--- src/rtl/adder_pkg.sv ---
// Shared definitions for the bit-serial adder datapath: FSM state
// encoding, the legal WIDTH range and the bit-counter sizing helper.
package adder_pkg;

  // Legal operand widths for the serial adder.
  localparam int WIDTH_MIN = 2;
  localparam int WIDTH_MAX = 32;

  // Controller states. The encoding is fixed so that downstream debug
  // tooling can decode the state register directly.
  typedef enum logic [1:0] {
    IDLE = 2'd0,
    RUN  = 2'd1,
    DONE = 2'd2
  } state_t;

  // Bit-counter width: enough bits to count 0..width-1. The counter
  // must be at least one bit wide, even for the smallest legal width.
  function automatic int cnt_width(input int width);
    int w;
    w = $clog2(width);
    return (w < 1) ? 1 : w;
  endfunction

endpackage : adder_pkg

--- src/rtl/full_adder_multibit_concat.sv ---
// One-bit full-adder cell. It returns carry and sum packed together as
// a 2-bit word {carry, sum}, which is simply the arithmetic sum of the
// three input bits.
module full_adder_multibit_concat (
  input  logic       A_i,
  input  logic       B_i,
  input  logic       C_i,
  output logic [1:0] F_o
);

  // Zero-extend every input to two bits so the add produces the carry.
  assign F_o = {1'b0, A_i} + {1'b0, B_i} + {1'b0, C_i};

endmodule : full_adder_multibit_concat

--- src/rtl/serial_adder_multibit.sv ---
// Bit-serial WIDTH-bit adder. The start strobe captures both operands
// and a carry-in. The adder then processes one bit per clock, LSB
// first, through a single full-adder cell with a registered carry. The
// result is published in S_o/C_o as the controller enters DONE, and
// done_o pulses for that one cycle.
module serial_adder_multibit
  import adder_pkg::*;
#(
  parameter int WIDTH = 8
) (
  input  logic             clk_i,
  input  logic             rst_i,
  input  logic             start_i,
  input  logic [WIDTH-1:0] A_i,
  input  logic [WIDTH-1:0] B_i,
  input  logic             C_i,
  output logic             busy_o,
  output logic             done_o,
  output logic [WIDTH-1:0] S_o,
  output logic             C_o
);

  localparam int              CNT_W    = cnt_width(WIDTH);
  localparam logic [CNT_W-1:0] CNT_LAST = CNT_W'(WIDTH - 1);

  // Reject out-of-range widths at elaboration, not in silicon.
  if (WIDTH < WIDTH_MIN || WIDTH > WIDTH_MAX) begin : g_width_check
    $error("serial_adder_multibit: WIDTH must lie between 2 and 32");
  end

  state_t           state;
  state_t           state_next;

  logic [WIDTH-1:0] a_sh;      // operand A, consumed from bit 0
  logic [WIDTH-1:0] b_sh;      // operand B, consumed from bit 0
  logic [WIDTH-1:0] s_sh;      // sum bits, entering at the MSB
  logic [WIDTH-1:0] s_next;    // s_sh after the current bit step
  logic             carry;     // carry between bit steps
  logic [CNT_W-1:0] cnt;       // index of the bit being added

  logic [1:0]       cell_f;
  logic             cell_sum;
  logic             cell_carry;

  logic             load;      // accept a new operand set this edge
  logic             step;      // perform one bit step this edge
  logic             last;      // current step is the MSB

  // Single bit-slice cell fed from the low end of the operand shifters.
  full_adder_multibit_concat u_cell (
    .A_i (a_sh[0]),
    .B_i (b_sh[0]),
    .C_i (carry),
    .F_o (cell_f)
  );

  assign cell_carry = cell_f[1];
  assign cell_sum   = cell_f[0];

  // After WIDTH steps the first sum bit has travelled down to bit 0.
  // s_next then holds the complete sum word.
  assign s_next = {cell_sum, s_sh[WIDTH-1:1]};
  assign last   = (cnt == CNT_LAST);

  // State register with synchronous reset.
  // NOTE: clocked state is always written with <= so that every flop
  // samples pre-edge values, independent of statement order.
  always_ff @(posedge clk_i) begin
    if (rst_i) begin
      state <= IDLE;
    end else begin
      state <= state_next;
    end
  end

  // Next-state logic plus the status outputs decoded from the state.
  // NOTE: each signal gets a default before the case. Any path that
  // leaves a signal unassigned would otherwise infer a latch.
  always_comb begin
    state_next = state;
    busy_o     = 1'b0;
    done_o     = 1'b0;
    load       = 1'b0;
    step       = 1'b0;
    unique case (state)
      IDLE: begin
        if (start_i) begin
          load       = 1'b1;
          state_next = RUN;
        end
      end
      RUN: begin
        busy_o = 1'b1;
        step   = 1'b1;
        if (last) begin
          state_next = DONE;
        end
      end
      DONE: begin
        busy_o     = 1'b1;
        done_o     = 1'b1;
        state_next = IDLE;
      end
      default: begin
        state_next = IDLE;
      end
    endcase
  end

  // Operand shifters, sum shifter, carry and bit counter. A start
  // strobe seen outside IDLE never reaches this block, because load is
  // only raised in IDLE.
  // NOTE: the shifters are small flop arrays and not RAM. They are
  // reset so that an aborted addition leaves no stale partial state.
  always_ff @(posedge clk_i) begin
    if (rst_i) begin
      a_sh  <= '0;
      b_sh  <= '0;
      s_sh  <= '0;
      carry <= 1'b0;
      cnt   <= '0;
    end else if (load) begin
      a_sh  <= A_i;
      b_sh  <= B_i;
      s_sh  <= '0;
      carry <= C_i;
      cnt   <= '0;
    end else if (step) begin
      a_sh  <= a_sh >> 1;
      b_sh  <= b_sh >> 1;
      s_sh  <= s_next;
      carry <= cell_carry;
      cnt   <= cnt + CNT_W'(1);
    end
  end

  // Result registers. They update only on the final bit step and
  // otherwise hold the last completed result until the next one.
  always_ff @(posedge clk_i) begin
    if (rst_i) begin
      S_o <= '0;
      C_o <= 1'b0;
    end else if (step && last) begin
      S_o <= s_next;
      C_o <= cell_carry;
    end
  end

endmodule : serial_adder_multibit

--- config.mk ---
export PLATFORM = sky130hd
export DESIGN_NAME = serial_adder_multibit
export DESIGN_NICKNAME = d
export VERILOG_FILES = /design/src/rtl/adder_pkg.sv /design/src/rtl/full_adder_multibit_concat.sv /design/src/rtl/serial_adder_multibit.sv
export SDC_FILE = /design/constraint.sdc
export NUM_CORES = 1
export LEC_CHECK = 0
export CORE_UTILIZATION = 35
export DETAILED_ROUTE_END_ITERATION = 12
export PLACE_DENSITY_LB_ADDON = 0.05
export SYNTH_ARGS = -nofsm -noshare
export SYNTH_HDL_FRONTEND = slang
export SYNTH_SLANG_ARGS = --single-unit
--- constraint.sdc ---
create_clock -name clk_i -period 1.5 [get_ports clk_i]
set_clock_uncertainty 0.2 [all_clocks]
set_input_delay 0.3 -clock clk_i [delete_from_list [all_inputs] [get_ports clk_i]]
set_output_delay 0.3 -clock clk_i [all_outputs]
set_load 0.05 [all_outputs]
==> results.toml <==
[outcome]
status = "complete, but fails checks"
violations = "setup timing"

[die]
start_util = 0.367
dieArea_mm2 = 0.00490
dieHeight_um = 70.0
ios = 31
core_mm2 = 0.00441
dieWidth_um = 70.0
rows = 24

[pwr]
power_frac_comb = 0.253
seqPwrFrac = 0.453
swShare = 0.268
power.total_w = 0.00246
power.internal_w = 0.00180
power_density_mw_per_mm2 = 1000
ir_worst_vdd_mv = 0.546
leakage_nw = 0.918
clkPwrFrac = 0.294
p_switching_w = 0.000661

[placed_design]
io_buffer_count = 30
gp_congestion = 0.756
dpl.hpwl_um = 2430

[route]
drt_wl_total_um = 3540
viasPerCell = 4.91
wl_per_cell_um = 13.3
drtPass1Iterations = 4
ant_nets = 0
num_vias = 1305
drc = 0
drtIter0Drc = 43

[critical_path]
rr_worst_depth = 5
ff2ff_setup_slack_ns = -0.09
r2r_end = "a_sh[4]"
critPathBufInv = 3
crit_path_cell_trace = "inv_2 > buf_6 > ha_4 > buf_12"
crit_fanout = 2
cp.depth = 4
path_class = "reg2out"
worstReg2RegStart = "state[0]"
slowest_stage = "dfxtp_2"
critPathLaunch = "state[0]"
critPathLaunchType = "register"
endpoint = "done_o"
required_ns = 1.00
cp.arrival_ns = 1.09
crit_family = "flip-flops"
slowest_delay_ns = 0.35
end_kind = "output port"

[global_route]
use_met3 = 0.0433
grt_max_degree = 26
grt_pass1_vias = 1287
grt_use_met2 = 0.287
grt-ovfl-total = 0
antenna_found_initial = 0
gr-usage-met1 = 0.180
grt_pass1_wl_um = 5920
grt_use_total = 0.157
top_usage_layer = "met2"

[logic_synthesis]
ys_seq_area_frac = 0.470
synthTopCellsByArea = "dfxtp_1, mux2i_1, a211oi_1"
synth-seq-cells = 38
yosysTopAreaCell = "dfxtp_1"
synth_area_per_cell_um2 = 9.64
synth.top_cell.area_share = 0.470
ys_types = 18
syn_inst = 168
synth_nets = 195
syn-cell-area_mm2 = 0.00162
yosysWarningCount = 0

[clocking]
clk_path_buf_depth = 2
clk_latency_ns = 0.28
cts-root-buf = "clkbuf_8"
cts_buffers = 5
cts_tree = "built"
clk_pin_slew_worst_paths_ns = 0.08
numClockSinks = 38
hold_buffers = 0
htree_num_levels = 2

[timing]
setup_violations = 21
worst_pin_slew_ns = 0.220
hold_viol_final = 0
fin_crit_sh = 1.06
fin_crit_ns = 1.59
maxSlewViolCount = 0
rsz0062_at_grt = "true"
clock.fmax_mhz = 628
setup-tns-final_ns = -1.11
setup_ws_ns = -0.0918
slew_headroom = 0.853

[job]
cap_violations = 0

[finish]
num-fill-cells = 377
nets = 240
layout-drive-gt1-share = 0.285
areaGrowthSynthToFinish_pct = 52.0
most-common-layout-cells = "dfxtp_1, nor2_1, mux2i_1"
n_antenna_cell = 0
layout_commonest_cell = "dfxtp_1"

[worst_hold_path]
min_path_type = "reg2reg"
worstHoldStart = "s_sh[1]"
==> cell families (layout without fill, tap and decap cells) <==
group,after synthesis,after routing,synth area share
and+or+nand+nor,53,53,0.140
DFF,38,38,0.470
AOI/OAI and AO/OA,30,30,0.119
muxes,24,24,0.148
buffers and inverters,15,61,0.0587
adders and majority gates,7,7,0.0587
xor gates and xnor gates,1,1,0.00541
==> cells in the mapped netlist <==
master	number
buf_2	6
a21o_1	1
xnor2_1	1
buf_12	1
a211oi_1	16
dfxtp_1	38
nor2_1	25
nand2_2	1
fa_1	1
nand2_1	10
nand3_1	14
a21oi_1	13
buf_6	2
ha_1	6
nand2b_1	3
buf_1	3
inv_1	3
mux2i_1	24
==> cell type report <==
class                           instances  area, um2  area share
Multi-Input combinational cell        115        858       0.349
Sequential cell                        38        763       0.310
Timing Repair Buffer                   50        668       0.271
Clock buffer                            6       82.6      0.0336
Tap cell                               52       65.1      0.0264
Clock inverter                          2       12.5     0.00508
Inverter                                3       11.3     0.00458
==> how the worst min path moves through the flow <==
stage | endpoint | cells past startpoint
global route | S_o[6] | 2
finish | S_o[0] | 2
CTS | S_o[0] | 2
floorplan | S_o[0] | 2
global placement | S_o[0] | 2
detailed placement | S_o[0] | 2
==> worst min-delay path, cell delays in order (launching register included) <==
cell,delay [ns]
dfxtp_1,0.31
nand3_1,0.08
a21oi_2,0.05
==> power groups by stage <==
stage | sequential (W) | combinational [W] | clock [W]
after floorplan | 0.00112 | 0.000336 | 0
after global placement | 0.00113 | 0.000476 | 0
after detailed placement | 0.00114 | 0.000487 | 0
after CTS | 0.00111 | 0.000603 | 0.000742
after global routing | 0.00113 | 0.000671 | 0.000791
final | 0.00112 | 0.000622 | 0.000724
==> timing repair <==
action | 4_1_cts | 5_1_grt
endpoints found under the setup margin | 26 | 38
endpoints found under the hold margin | 0 | 0
setup buffers | 3 | 0
pin swaps | 5 | 3
resized for setup | 13 | 12
cloned | 2 | 0
==> state kept, by name, indices dropped and copies added, names as in the netlist <==
signal  cells
b_sh        8
carry       1
a_sh        8
cnt         3
C_o         1
S_o         8
s_sh        7
state       2
==> layer usage <==
metal | vias to the layer above | part of all wire
met3 | 2 | 0.020
met1 | 615 | 0.46
met2 | 16 | 0.52
met5 | - | 0
met4 | 0 | 0.0054
li1 | 672 | -
==> metrics by stage <==
step                      hold WS, ns   util  std cells  setup WS, ns  area (um2)
after floorplan                 0.243      -        168        0.0330        1620
after global placement          0.271  0.493        253        -0.134        2180
after detailed placement        0.277  0.493        253        -0.209        2180
after CTS                       0.288  0.546        266       -0.0873        2410
after global routing            0.317  0.558        266        -0.126        2460
final                           0.284  0.558        266       -0.0918        2460
(Power assumes the default switching activity.)
